## src/rtl/ula_multiciclo_if.sv

```systemverilog
// rtl/ula_multiciclo_if.sv - start/busy/done operand and result bundle for ula_multiciclo
interface ula_multiciclo_if #(
    parameter int WIDTH = 32
);
    logic             start;
    logic [WIDTH-1:0] A;
    logic [WIDTH-1:0] B;
    logic [3:0]       OP;
    logic [WIDTH-1:0] S;
    logic             Z;
    logic [WIDTH-1:0] HI;
    logic [WIDTH-1:0] LO;
    logic             busy;
    logic             done;
    logic             div_zero;
    logic             V;

    modport master (
        output start, A, B, OP,
        input  S, Z, HI, LO, busy, done, div_zero, V
    );

    modport slave (
        input  start, A, B, OP,
        output S, Z, HI, LO, busy, done, div_zero, V
    );
endinterface

```

## src/rtl/ula_multiciclo.sv

```systemverilog
// rtl/ula_multiciclo.sv - registered multicycle ALU with iterative MULT/DIV into HI/LO
// Optional signed overflow flag on ADD/SUB: define ULA_OVERFLOW_DETECT_EN.
module ula_multiciclo #(
    parameter int WIDTH = 32
) (
    input  logic clock,
    input  logic reset,
    ula_multiciclo_if.slave bus
);
    localparam int CNT_W = $clog2(WIDTH) + 1;

    localparam logic [3:0] OP_AND   = 4'b0000;
    localparam logic [3:0] OP_OR    = 4'b0001;
    localparam logic [3:0] OP_ADD   = 4'b0010;
    localparam logic [3:0] OP_SUB   = 4'b0110;
    localparam logic [3:0] OP_SLT   = 4'b0111;
    localparam logic [3:0] OP_NOR   = 4'b1100;
    localparam logic [3:0] OP_SLTU  = 4'b1000;
    localparam logic [3:0] OP_MULTU = 4'b1001;
    localparam logic [3:0] OP_MULT  = 4'b1010;
    localparam logic [3:0] OP_DIVU  = 4'b1011;
    localparam logic [3:0] OP_DIV   = 4'b1101;

    typedef enum logic [1:0] {
        IDLE = 2'd0,
        CALC = 2'd1,
        FIX  = 2'd2
    } state_t;

    state_t           state;
    logic [CNT_W-1:0] cnt;
    logic [WIDTH-1:0] hi_acc;
    logic [WIDTH-1:0] lo_acc;
    logic [WIDTH-1:0] mag_d;
    logic             is_div;
    logic             neg_main;
    logic             neg_rem;

    logic             pend;
    logic [3:0]       pend_op;
    logic [WIDTH-1:0] pend_a;
    logic [WIDTH-1:0] pend_b;

    logic [WIDTH-1:0] s_r;
    logic [WIDTH-1:0] hi_r;
    logic [WIDTH-1:0] lo_r;
    logic             z_r;
    logic             busy_r;
    logic             done_r;
    logic             dz_r;

    assign bus.S        = s_r;
    assign bus.Z        = z_r;
    assign bus.HI       = hi_r;
    assign bus.LO       = lo_r;
    assign bus.busy     = busy_r;
    assign bus.done     = done_r;
    assign bus.div_zero = dz_r;

    // Request decode on the live inputs; only used on the accepting edge.
    logic             accept;
    logic             op_mul;
    logic             op_div;
    logic             op_signed;
    logic             b_zero;
    logic             sa;
    logic             sb;
    logic [WIDTH-1:0] abs_a;
    logic [WIDTH-1:0] abs_b;

    assign accept    = bus.start && !busy_r;
    assign op_mul    = (bus.OP == OP_MULT) || (bus.OP == OP_MULTU);
    assign op_div    = (bus.OP == OP_DIV)  || (bus.OP == OP_DIVU);
    assign op_signed = (bus.OP == OP_MULT) || (bus.OP == OP_DIV);
    assign b_zero    = (bus.B == '0);
    assign sa        = op_signed && bus.A[WIDTH-1];
    assign sb        = op_signed && bus.B[WIDTH-1];
    assign abs_a     = sa ? -bus.A : bus.A;
    assign abs_b     = sb ? -bus.B : bus.B;

    // One shift-add or restoring subtract-shift step per CALC cycle.
    logic [WIDTH:0]   mul_sum;
    logic [WIDTH:0]   div_sh;
    logic             div_ge;
    logic [WIDTH-1:0] div_diff;

    assign mul_sum  = {1'b0, hi_acc} + {1'b0, (lo_acc[0] ? mag_d : {WIDTH{1'b0}})};
    assign div_sh   = {hi_acc, lo_acc[WIDTH-1]};
    assign div_ge   = (div_sh >= {1'b0, mag_d});
    assign div_diff = div_sh[WIDTH-1:0] - mag_d;

    logic [2*WIDTH-1:0] prod;
    logic [2*WIDTH-1:0] prod_fix;
    logic [WIDTH-1:0]   fix_hi;
    logic [WIDTH-1:0]   fix_lo;

    assign prod     = {hi_acc, lo_acc};
    assign prod_fix = neg_main ? -prod : prod;
    assign fix_hi   = is_div ? (neg_rem ? -hi_acc : hi_acc) : prod_fix[2*WIDTH-1:WIDTH];
    assign fix_lo   = is_div ? (neg_main ? -lo_acc : lo_acc) : prod_fix[WIDTH-1:0];

    logic [WIDTH-1:0] alu_sum;
    logic [WIDTH-1:0] alu_diff;
    logic [WIDTH-1:0] alu_res;

    assign alu_sum  = pend_a + pend_b;
    assign alu_diff = pend_a - pend_b;

    always_comb begin
        alu_res = '0;
        case (pend_op)
            OP_AND:  alu_res = pend_a & pend_b;
            OP_OR:   alu_res = pend_a | pend_b;
            OP_ADD:  alu_res = alu_sum;
            OP_SUB:  alu_res = alu_diff;
            OP_SLT:  alu_res = {{(WIDTH-1){1'b0}}, ($signed(pend_a) < $signed(pend_b))};
            OP_SLTU: alu_res = {{(WIDTH-1){1'b0}}, (pend_a < pend_b)};
            OP_NOR:  alu_res = ~(pend_a | pend_b);
            default: alu_res = '0;
        endcase
    end

`ifdef ULA_OVERFLOW_DETECT_EN
    logic v_r;
    logic ovf;

    assign bus.V = v_r;

    always_comb begin
        ovf = 1'b0;
        case (pend_op)
            OP_ADD:  ovf = (pend_a[WIDTH-1] == pend_b[WIDTH-1]) && (alu_sum[WIDTH-1] != pend_a[WIDTH-1]);
            OP_SUB:  ovf = (pend_a[WIDTH-1] != pend_b[WIDTH-1]) && (alu_diff[WIDTH-1] != pend_a[WIDTH-1]);
            default: ovf = 1'b0;
        endcase
    end
`else
    assign bus.V = 1'b0;
`endif

    always_ff @(posedge clock or posedge reset) begin
        if (reset) begin
            state    <= IDLE;
            cnt      <= '0;
            hi_acc   <= '0;
            lo_acc   <= '0;
            mag_d    <= '0;
            is_div   <= 1'b0;
            neg_main <= 1'b0;
            neg_rem  <= 1'b0;
            pend     <= 1'b0;
            pend_op  <= '0;
            pend_a   <= '0;
            pend_b   <= '0;
            s_r      <= '0;
            hi_r     <= '0;
            lo_r     <= '0;
            z_r      <= 1'b0;
            busy_r   <= 1'b0;
            done_r   <= 1'b0;
            dz_r     <= 1'b0;
`ifdef ULA_OVERFLOW_DETECT_EN
            v_r      <= 1'b0;
`endif
        end else begin
            done_r <= 1'b0;
            pend   <= 1'b0;

            case (state)
                IDLE: begin
                    if (accept) begin
                        dz_r <= 1'b0;
                        if ((op_mul || op_div) && !(op_div && b_zero)) begin
                            state    <= CALC;
                            busy_r   <= 1'b1;
                            cnt      <= '0;
                            is_div   <= op_div;
                            neg_main <= sa ^ sb;
                            neg_rem  <= sa;
                            hi_acc   <= '0;
                            lo_acc   <= op_div ? abs_a : abs_b;
                            mag_d    <= op_div ? abs_b : abs_a;
                        end else begin
                            // Simple ops and divide-by-zero retire one edge later without leaving IDLE.
                            pend    <= 1'b1;
                            pend_op <= bus.OP;
                            pend_a  <= bus.A;
                            pend_b  <= bus.B;
                        end
                    end
                end
                CALC: begin
                    cnt <= cnt + 1'b1;
                    if (is_div) begin
                        hi_acc <= div_ge ? div_diff : div_sh[WIDTH-1:0];
                        lo_acc <= {lo_acc[WIDTH-2:0], div_ge};
                    end else begin
                        hi_acc <= mul_sum[WIDTH:1];
                        lo_acc <= {mul_sum[0], lo_acc[WIDTH-1:1]};
                    end
                    if (cnt == CNT_W'(WIDTH - 1)) begin
                        state <= FIX;
                    end
                end
                FIX: begin
                    hi_r   <= fix_hi;
                    lo_r   <= fix_lo;
                    s_r    <= fix_lo;
                    z_r    <= (fix_lo == '0);
                    done_r <= 1'b1;
                    busy_r <= 1'b0;
                    state  <= IDLE;
`ifdef ULA_OVERFLOW_DETECT_EN
                    v_r    <= 1'b0;
`endif
                end
                default: begin
                    state  <= IDLE;
                    busy_r <= 1'b0;
                end
            endcase

            // Placed after the accept path so a retiring divide-by-zero flag wins over the clear.
            if (pend) begin
                done_r <= 1'b1;
                if ((pend_op == OP_DIV) || (pend_op == OP_DIVU)) begin
                    hi_r <= pend_a;
                    lo_r <= '1;
                    s_r  <= '1;
                    z_r  <= 1'b0;
                    dz_r <= 1'b1;
                end else begin
                    s_r <= alu_res;
                    z_r <= (alu_res == '0);
                end
`ifdef ULA_OVERFLOW_DETECT_EN
                v_r <= ovf;
`endif
            end
        end
    end
endmodule

```

## src/flat_wrapper.sv

```systemverilog
// flat-port wrapper written by rule: the top's interface ports become plain ports
module ula_multiciclo_flat 
#(
    parameter int WIDTH = 32
)
  (clock, reset, bus_start, bus_A, bus_B, bus_OP, bus_S, bus_Z, bus_HI, bus_LO, bus_busy, bus_done, bus_div_zero, bus_V);
  ula_multiciclo_if #(.WIDTH(WIDTH)) bus_i ();
  input  logic clock;
  input  logic reset;
  input wire logic [$bits(bus_i.start)-1:0] bus_start;
  input wire logic [$bits(bus_i.A)-1:0] bus_A;
  input wire logic [$bits(bus_i.B)-1:0] bus_B;
  input wire logic [$bits(bus_i.OP)-1:0] bus_OP;
  output wire logic [$bits(bus_i.S)-1:0] bus_S;
  output wire logic [$bits(bus_i.Z)-1:0] bus_Z;
  output wire logic [$bits(bus_i.HI)-1:0] bus_HI;
  output wire logic [$bits(bus_i.LO)-1:0] bus_LO;
  output wire logic [$bits(bus_i.busy)-1:0] bus_busy;
  output wire logic [$bits(bus_i.done)-1:0] bus_done;
  output wire logic [$bits(bus_i.div_zero)-1:0] bus_div_zero;
  output wire logic [$bits(bus_i.V)-1:0] bus_V;
  assign bus_i.start = bus_start;
  assign bus_i.A = bus_A;
  assign bus_i.B = bus_B;
  assign bus_i.OP = bus_OP;
  assign bus_S = bus_i.S;
  assign bus_Z = bus_i.Z;
  assign bus_HI = bus_i.HI;
  assign bus_LO = bus_i.LO;
  assign bus_busy = bus_i.busy;
  assign bus_done = bus_i.done;
  assign bus_div_zero = bus_i.div_zero;
  assign bus_V = bus_i.V;
  ula_multiciclo #(.WIDTH(WIDTH)) u_core (.clock(clock), .reset(reset), .bus(bus_i));
endmodule
```

## config.mk

```make
export PLATFORM = sky130hd
export DESIGN_NAME = ula_multiciclo_flat
export DESIGN_NICKNAME = d
export VERILOG_FILES = /design/src/rtl/ula_multiciclo_if.sv /design/src/rtl/ula_multiciclo.sv /design/src/flat_wrapper.sv
export SDC_FILE = /design/constraint.sdc
export NUM_CORES = 1
export LEC_CHECK = 0
export BUFFER_PORTS_ARGS = -buffer_cell sky130_fd_sc_hd__buf_2
export CORE_ASPECT_RATIO = 0.7
export CORE_MARGIN = 10
export CORE_UTILIZATION = 52
export DETAILED_ROUTE_END_ITERATION = 10
export GPL_TIMING_DRIVEN = 0
export PLACE_DENSITY = 0.67
export SLEW_MARGIN = 20
export SYNTH_ARGS = -nofsm -noshare
export SYNTH_HDL_FRONTEND = slang
export SYNTH_SLANG_ARGS = --single-unit
```

## constraint.sdc

```tcl
create_clock -name clock -period 22.1 [get_ports clock]
set_clock_uncertainty 0.2 [all_clocks]
set_input_delay 1.105 -clock clock [delete_from_list [all_inputs] [get_ports clock]]
set_output_delay 1.105 -clock clock [all_outputs]
set_load 0.005 [all_outputs]
```

==> impl_metrics.toml, run 1 <==
[clock_tree]
tritoncts = "yes"
cts_hold_buf = 0
cts.sinks = 276
cts_buffers = 31
h-tree-depth = 1
root_buffer = "clkbuf_16"
path_clk_slew_ns = 0.07
post_cts_resized = 0
clockBufferDepth = 3
clock_latency_ns = 0.61
post-cts-setup-buffers = 0

[routing]
first_iter_violations = 4800
drt_wl_total_um = 119000
vias = 27600
wl_per_cell_um = 29.8
drc_errors = 0
drt-pass1-iter-count = 9
antenna_left = 0
viasPerCell = 6.93

[grt]
grt_start_max_net_pins = 104
overflow = 0
grt_pass1_vias = 25100
antenna_found_initial = 7
grt_usage = 0.408
grt_pass1_wl_um = 169000

[synthesis]
netlist.area_leader.share = 0.288
yosysWarnings = 0
async_flop_share = 1.00
synth_most_common_cell = "nand2_1"
synthTopCellsByArea = "dfrtp_1 (29%), ha_1 (8.8%), o21ai_0 (7.5%)"
synth-seq-cells = 276
synth_edf_count = 0
seq_area_frac_synth = 0.288
synth_top_area_cell = "dfrtp_1"
synth.avg_cell_area_um2 = 7.63
ys_types = 99
synthCells = 3143
synth_ff_type = "dfrtp_1"
netlist_area_um2 = 24000
syn_nets = 3386
synthTopCellsByCount = "nand2_1 (410), o21ai_0 (361), nor2_1 (317), dfrtp_1 (276), a21oi_1 (261)"

[die]
num_rows = 65
floorplan.initialDensity = 0.529
num_io_pins = 172
dieArea_um2 = 55200
core_um2 = 45300
die_y_um = 200
die_x_um = 277

[critical_path]
r2r-start = "u_core.lo_acc[0]"
cp-end-kind = "flop"
cp.arrival_ns = 6.84
cp-start-kind = "flop"
r2r-end = "u_core.hi_acc[27]"
reg2reg_slack_ns = 15.52
worstRegToRegCells = 16
required_ns = 22.35
path_class = "reg2reg"
critPathMaxFanout = 10

[job]
cap_violations = 0

[min_path]
min_from = "u_core.bus.S[27]"
hp-class = "reg2reg"
worstHoldPathCells = 2
min_to = "u_core.bus.S[27]"

[layout]
fin_util = 0.593
drive_gt1_frac = 0.0933
nNetsFinal = 3593
syn_to_final_growth_pct = 12.0

[timing]
max_freq_mhz = 152
rsz0062_at_grt = "false"
tns_ns = 0
tightest_slew_ns = 1.34
slew_headroom = 0.0956
final-setup-viol-count = 0
timing.final.crit_share = 0.298
final_max_slew_viol_count = 0
hold_viol = 0
min_period_ns = 6.58
hold_ws_ns = 0.280

[power]
p_total_uw = 4870
max-vdd-ir-drop_mv = 0.0973
p_per_area_nw_per_um2 = 181
p_leak_uw = 0.0115

[placed_design]
io_buffers = 169
dp_hpwl_um = 95300
place_congestion = 1.08

[run_status]
status = "completed"
[registers in the layout (all words and copies together), names as in the netlist, 2 cells and up]
name            count
u_core.bus.HI      32
u_core.bus.LO      32
u_core.bus.S       32
u_core.hi_acc      32
u_core.lo_acc      32
u_core.mag_d       32
u_core.pend_a      32
u_core.pend_b      32
u_core.cnt          6
u_core.pend_op      4
u_core.state        2
[how the worst max path moves through the flow]
stage | from | endpoint | cells after the start | slack (ns)
2_1_floorplan | reset | u_core.bus.HI[0] | 1 | 13.19
3_3_place_gp | reset | u_core.pend_a[12] | 2 | 10.20
3_5_place_dp | u_core.lo_acc[0] | u_core.hi_acc[27] | 16 | 16.05
4_1_cts | u_core.lo_acc[0] | u_core.hi_acc[27] | 16 | 16.05
5_1_grt | u_core.lo_acc[0] | u_core.hi_acc[27] | 16 | 15.33
6_report | u_core.lo_acc[0] | u_core.hi_acc[27] | 16 | 15.52
[placed cells by master, fill, tap and decap left out, types with 14 or more instances in the layout]
master	n
o21a_1	16
nand2b_1	33
and3_1	23
nand4_1	17
or2_2	14
a21oi_1	261
nor2b_1	24
xor2_1	99
a22oi_1	40
o211ai_1	43
inv_1	153
o22ai_1	15
ha_1	168
nor4_1	19
nor2_1	317
o21bai_1	24
clkbuf_1	148
a31oi_1	29
o31ai_1	30
nor3_1	54
dfrtp_1	276
a221oi_1	20
nand2_1	410
xnor2_1	84
buf_2	198
o21ai_0	360
mux2i_1	44
a211oi_1	33
or3_1	17
a21o_1	47
clkbuf_16	31
nand3_1	48
[cells by family (layout without fill, tap and decap cells)]
family | after synthesis | after routing | share of synthesized area
buf+inv | 344 | 576 | 0.0556
fa+ha+maj | 172 | 172 | 0.0911
simple gates | 1050 | 1050 | 0.199
xor+xnor | 183 | 183 | 0.0669
flops | 276 | 276 | 0.288
mux | 52 | 52 | 0.0221
compound gates | 1065 | 1065 | 0.277
other cells | 1 | 5 | 0.000156
[final cells by class]
| type | instances | area [um2] |
|---|---|---|
| sequential | 276 | 6910 |
| inverter | 156 | 593 |
| timing repair buffer | 174 | 918 |
| tap | 603 | 754 |
| fill | 4166 | 18500 |
| multi-input combinational | 2523 | 15800 |
| clock inverter | 22 | 333 |
| buffer | 188 | 747 |
| clock buffer | 36 | 825 |
| antenna | 4 | 10.0 |
[report_power, final]
part	internal, uW	total [uW]	switching, uW
Clock	353	606	252
Sequential	708	997	289
Combinational	1050	3270	2220
[metrics by stage]
step                cell area (um2)  cells  setup slack, ns
CTS                           26800   3978            16.05
detailed placement            25700   3920            16.05
floorplan                     24000   3143            13.19
finish                        26800   3982            15.52
global placement              25600   3915            10.20
global route                  26800   3979            15.33
[critical path, cell delays in order (launching register included)]
cell	delay, ns
dfrtp_1	0.53
inv_1	0.30
clkbuf_1	0.46
nor2_1	0.11
ha_1	0.35
a21oi_1	0.33
o21ai_0	0.14
nand2_1	0.09
a31oi_1	0.05
or2_2	0.32
o311ai_0	0.87
a41oi_1	0.44
a311oi_1	1.00
o221ai_1	0.46
a21oi_1	0.42
xor2_1	0.21
o221ai_1	0.13
[per-layer routing]
| metal | up-vias | GRT usage | part of all wire |
|---|---|---|---|
| met4 | 8 | 0.148 | 0.043 |
| met3 | 354 | 0.243 | 0.20 |
| li1 | 11600 | - | - |
| met1 | 13200 | 0.558 | 0.40 |
| met2 | 2411 | 0.505 | 0.35 |
| met5 | - | 0 | 0.0016 |
No activity file was read; power rests on OpenSTA's default activity.
==> run 2: changes to the inputs <==
==> constraint.sdc (replaced) <==
create_clock -name clock -period 6.2 [get_ports clock]
set_clock_uncertainty 0.2 [all_clocks]
set_input_delay 0.31 -clock clock [delete_from_list [all_inputs] [get_ports clock]]
set_output_delay 0.31 -clock clock [all_outputs]
set_load 0.005 [all_outputs]
==> run 2 against run 1 <==
  * Clock power grew to 3.2 times the previous value
  * Register-to-register slack lost 15 ns
  * Design area grew 2.5%
  * Critical endpoint is now u_core.bus.Z
  * Highest routed layer unchanged
==> impl_metrics.toml, run 2 (same netlist as run 1, synthesis figures left out) <==
[run_status]
status = "completed"

[routing]
drt-pass1-iter-count = 7
wl_per_cell_um = 28.8
antenna_left = 0
vias = 27500
drc_errors = 0
drt_wl_total_um = 117000
viasPerCell = 6.79
first_iter_violations = 4366

[power]
p_clk_frac = 0.114
p_comb_frac = 0.678
p_seq_frac = 0.208
p_sw_frac = 0.567
p_total_uw = 17000
p_per_area_nw_per_um2 = 618
internal_power_uw = 7370
p_leak_uw = 0.0118
max-vdd-ir-drop_mv = 0.364
power_switching_uw = 9650

[clock_tree]
path_clk_slew_ns = 0.07
tritoncts = "yes"
clock_latency_ns = 0.62
post-cts-setup-buffers = 0
cts.sinks = 276
h-tree-depth = 1
root_buffer = "clkbuf_16"
clockBufferDepth = 3
cts_buffers = 30

[die]
die_x_um = 277
die_y_um = 200
num_io_pins = 172
num_rows = 65
core_um2 = 45300
dieArea_um2 = 55200
floorplan.initialDensity = 0.529

[timing]
final_max_slew_viol_count = 0
tightest_slew_ns = 1.30
slew_headroom = 0.123
final-setup-viol-count = 0
max_freq_mhz = 165
min_period_ns = 6.06
rsz0062_at_grt = "false"
hold_ws_ns = 0.154
tns_ns = 0
hold_viol = 0
timing.final.crit_share = 0.977

[grt]
overflow = 0
antenna_found_initial = 10
grt_start_max_net_pins = 35
grt_pass1_wl_um = 167000
grt_pass1_vias = 25200
grt_usage = 0.402

[critical_path]
critPathMaxFanout = 10
cp-end-kind = "flop"
cp-start-kind = "flop"
r2r-end = "u_core.bus.Z"
cp.arrival_ns = 6.40
worstRegToRegCells = 13
path_class = "reg2reg"
endpoint = "u_core.bus.Z"
required_ns = 6.54
r2r-start = "u_core.pend_op[2]"
reg2reg_slack_ns = 0.14
crit_path_start = "u_core.pend_op[2]"

[layout]
nNetsFinal = 3667
drive_gt1_frac = 0.0917
syn_to_final_growth_pct = 14.8
seq_area_um2 = 6910
multi_input_area_um2 = 15800
stdcell_area_um2 = 27500
mostFrequentLayoutCells = "nand2_1 (410), o21ai_0 (360), nor2_1 (317)"
final_common_cell = "nand2_1"
finalNonFillerCells = 4053
fillers = 4107

[job]
cap_violations = 0

[placed_design]
dp_cells = 3926
place_congestion = 1.11
post_dp_cell_area_um2 = 25800
io_buffers = 169
dp_hpwl_um = 93500

[min_path]
hp-class = "in2async"
-- run 2: cell types whose count changed in the layout (fill, tap and decap cells not counted), moves of 2 or more --
cell           before  now
dlygate4sd3_1       0   69
buf_12              0    7
bufinv_16           7    3
inv_6               4    0
clkinv_2            3    6
inv_8               3    0
clkbuf_8            3    5
clkinvlp_4          2    4
-- run 2: worst max-delay path: stages (launching register included) --
cell      delay, ns
dfrtp_1        0.39
clkbuf_1       0.43
or4b_2         0.22
clkbuf_1       0.63
clkbuf_1       0.66
buf_1          0.74
clkbuf_1       0.66
o221ai_1       0.20
a21oi_1        0.90
nand2_1        0.11
nor2_1         0.14
nand4_1        0.11
nor4_1         0.39
a31o_2         0.20
-- run 2: worst min path at each step --
stage                              endpoint  slack (ns)  cells past startpoint
after floorplan           u_core.pend_op[2]        0.22                      2
after global placement     u_core.bus.S[30]        0.25                      2
after detailed placement  u_core.bus.LO[22]        0.22                      2
after CTS                  u_core.bus.S[22]        0.16                      3
after global routing      u_core.bus.LO[22]        0.20                      3
final                      u_core.bus.S[22]        0.15                      3
-- run 2: per-layer routing --
layer | global-route usage | wire length, um | part of all wire | vias to the layer above
met2 | 0.506 | 41900 | 0.36 | 2223
met1 | 0.537 | 46700 | 0.40 | 13200
li1 | - | - | - | 11800
met4 | 0.169 | 5400 | 0.046 | 14
met3 | 0.232 | 22300 | 0.19 | 314
met5 | 0.0265 | 310 | 0.0027 | -
-- run 2: metrics by stage --
step                      worst slack, ns  utilization
after detailed placement            0.438        0.570
after CTS                           0.415        0.607
after global routing                0.282        0.607
final                               0.144        0.608
after global placement              0.285        0.564
after floorplan                      2.04            -
-- run 2: cell type report --
| cell class | count | share of cell area |
|---|---|---|
| multi-input combinational | 2523 | 0.572 |
| sequential | 276 | 0.251 |
| timing repair buffer | 249 | 0.0634 |
| clock buffer | 37 | 0.0300 |
| tap | 603 | 0.0274 |
| buffer | 188 | 0.0271 |
| inverter | 156 | 0.0214 |
| clock inverter | 16 | 0.00673 |
| antenna | 5 | 0.000455 |
-- run 2: repair_timing --
| action | CTS | global route |
|---|---|---|
| hold endpoints to repair | 92 | 0 |
| setup endpoints to repair | 0 | 1 |
| resized for setup | 0 | 1 |
| hold buffers | 69 | 0 |
-- run 2: power by group through the flow --
stage / Combinational [uW] / Clock [uW] / Sequential, uW
2_1_floorplan: 7110 / 0 / 3070
3_3_place_gp: 10500 / 0 / 3440
3_5_place_dp: 10700 / 0 / 3460
4_1_cts: 10800 / 1920 / 3430
5_1_grt: 12200 / 1990 / 3570
6_report: 11500 / 1930 / 3550
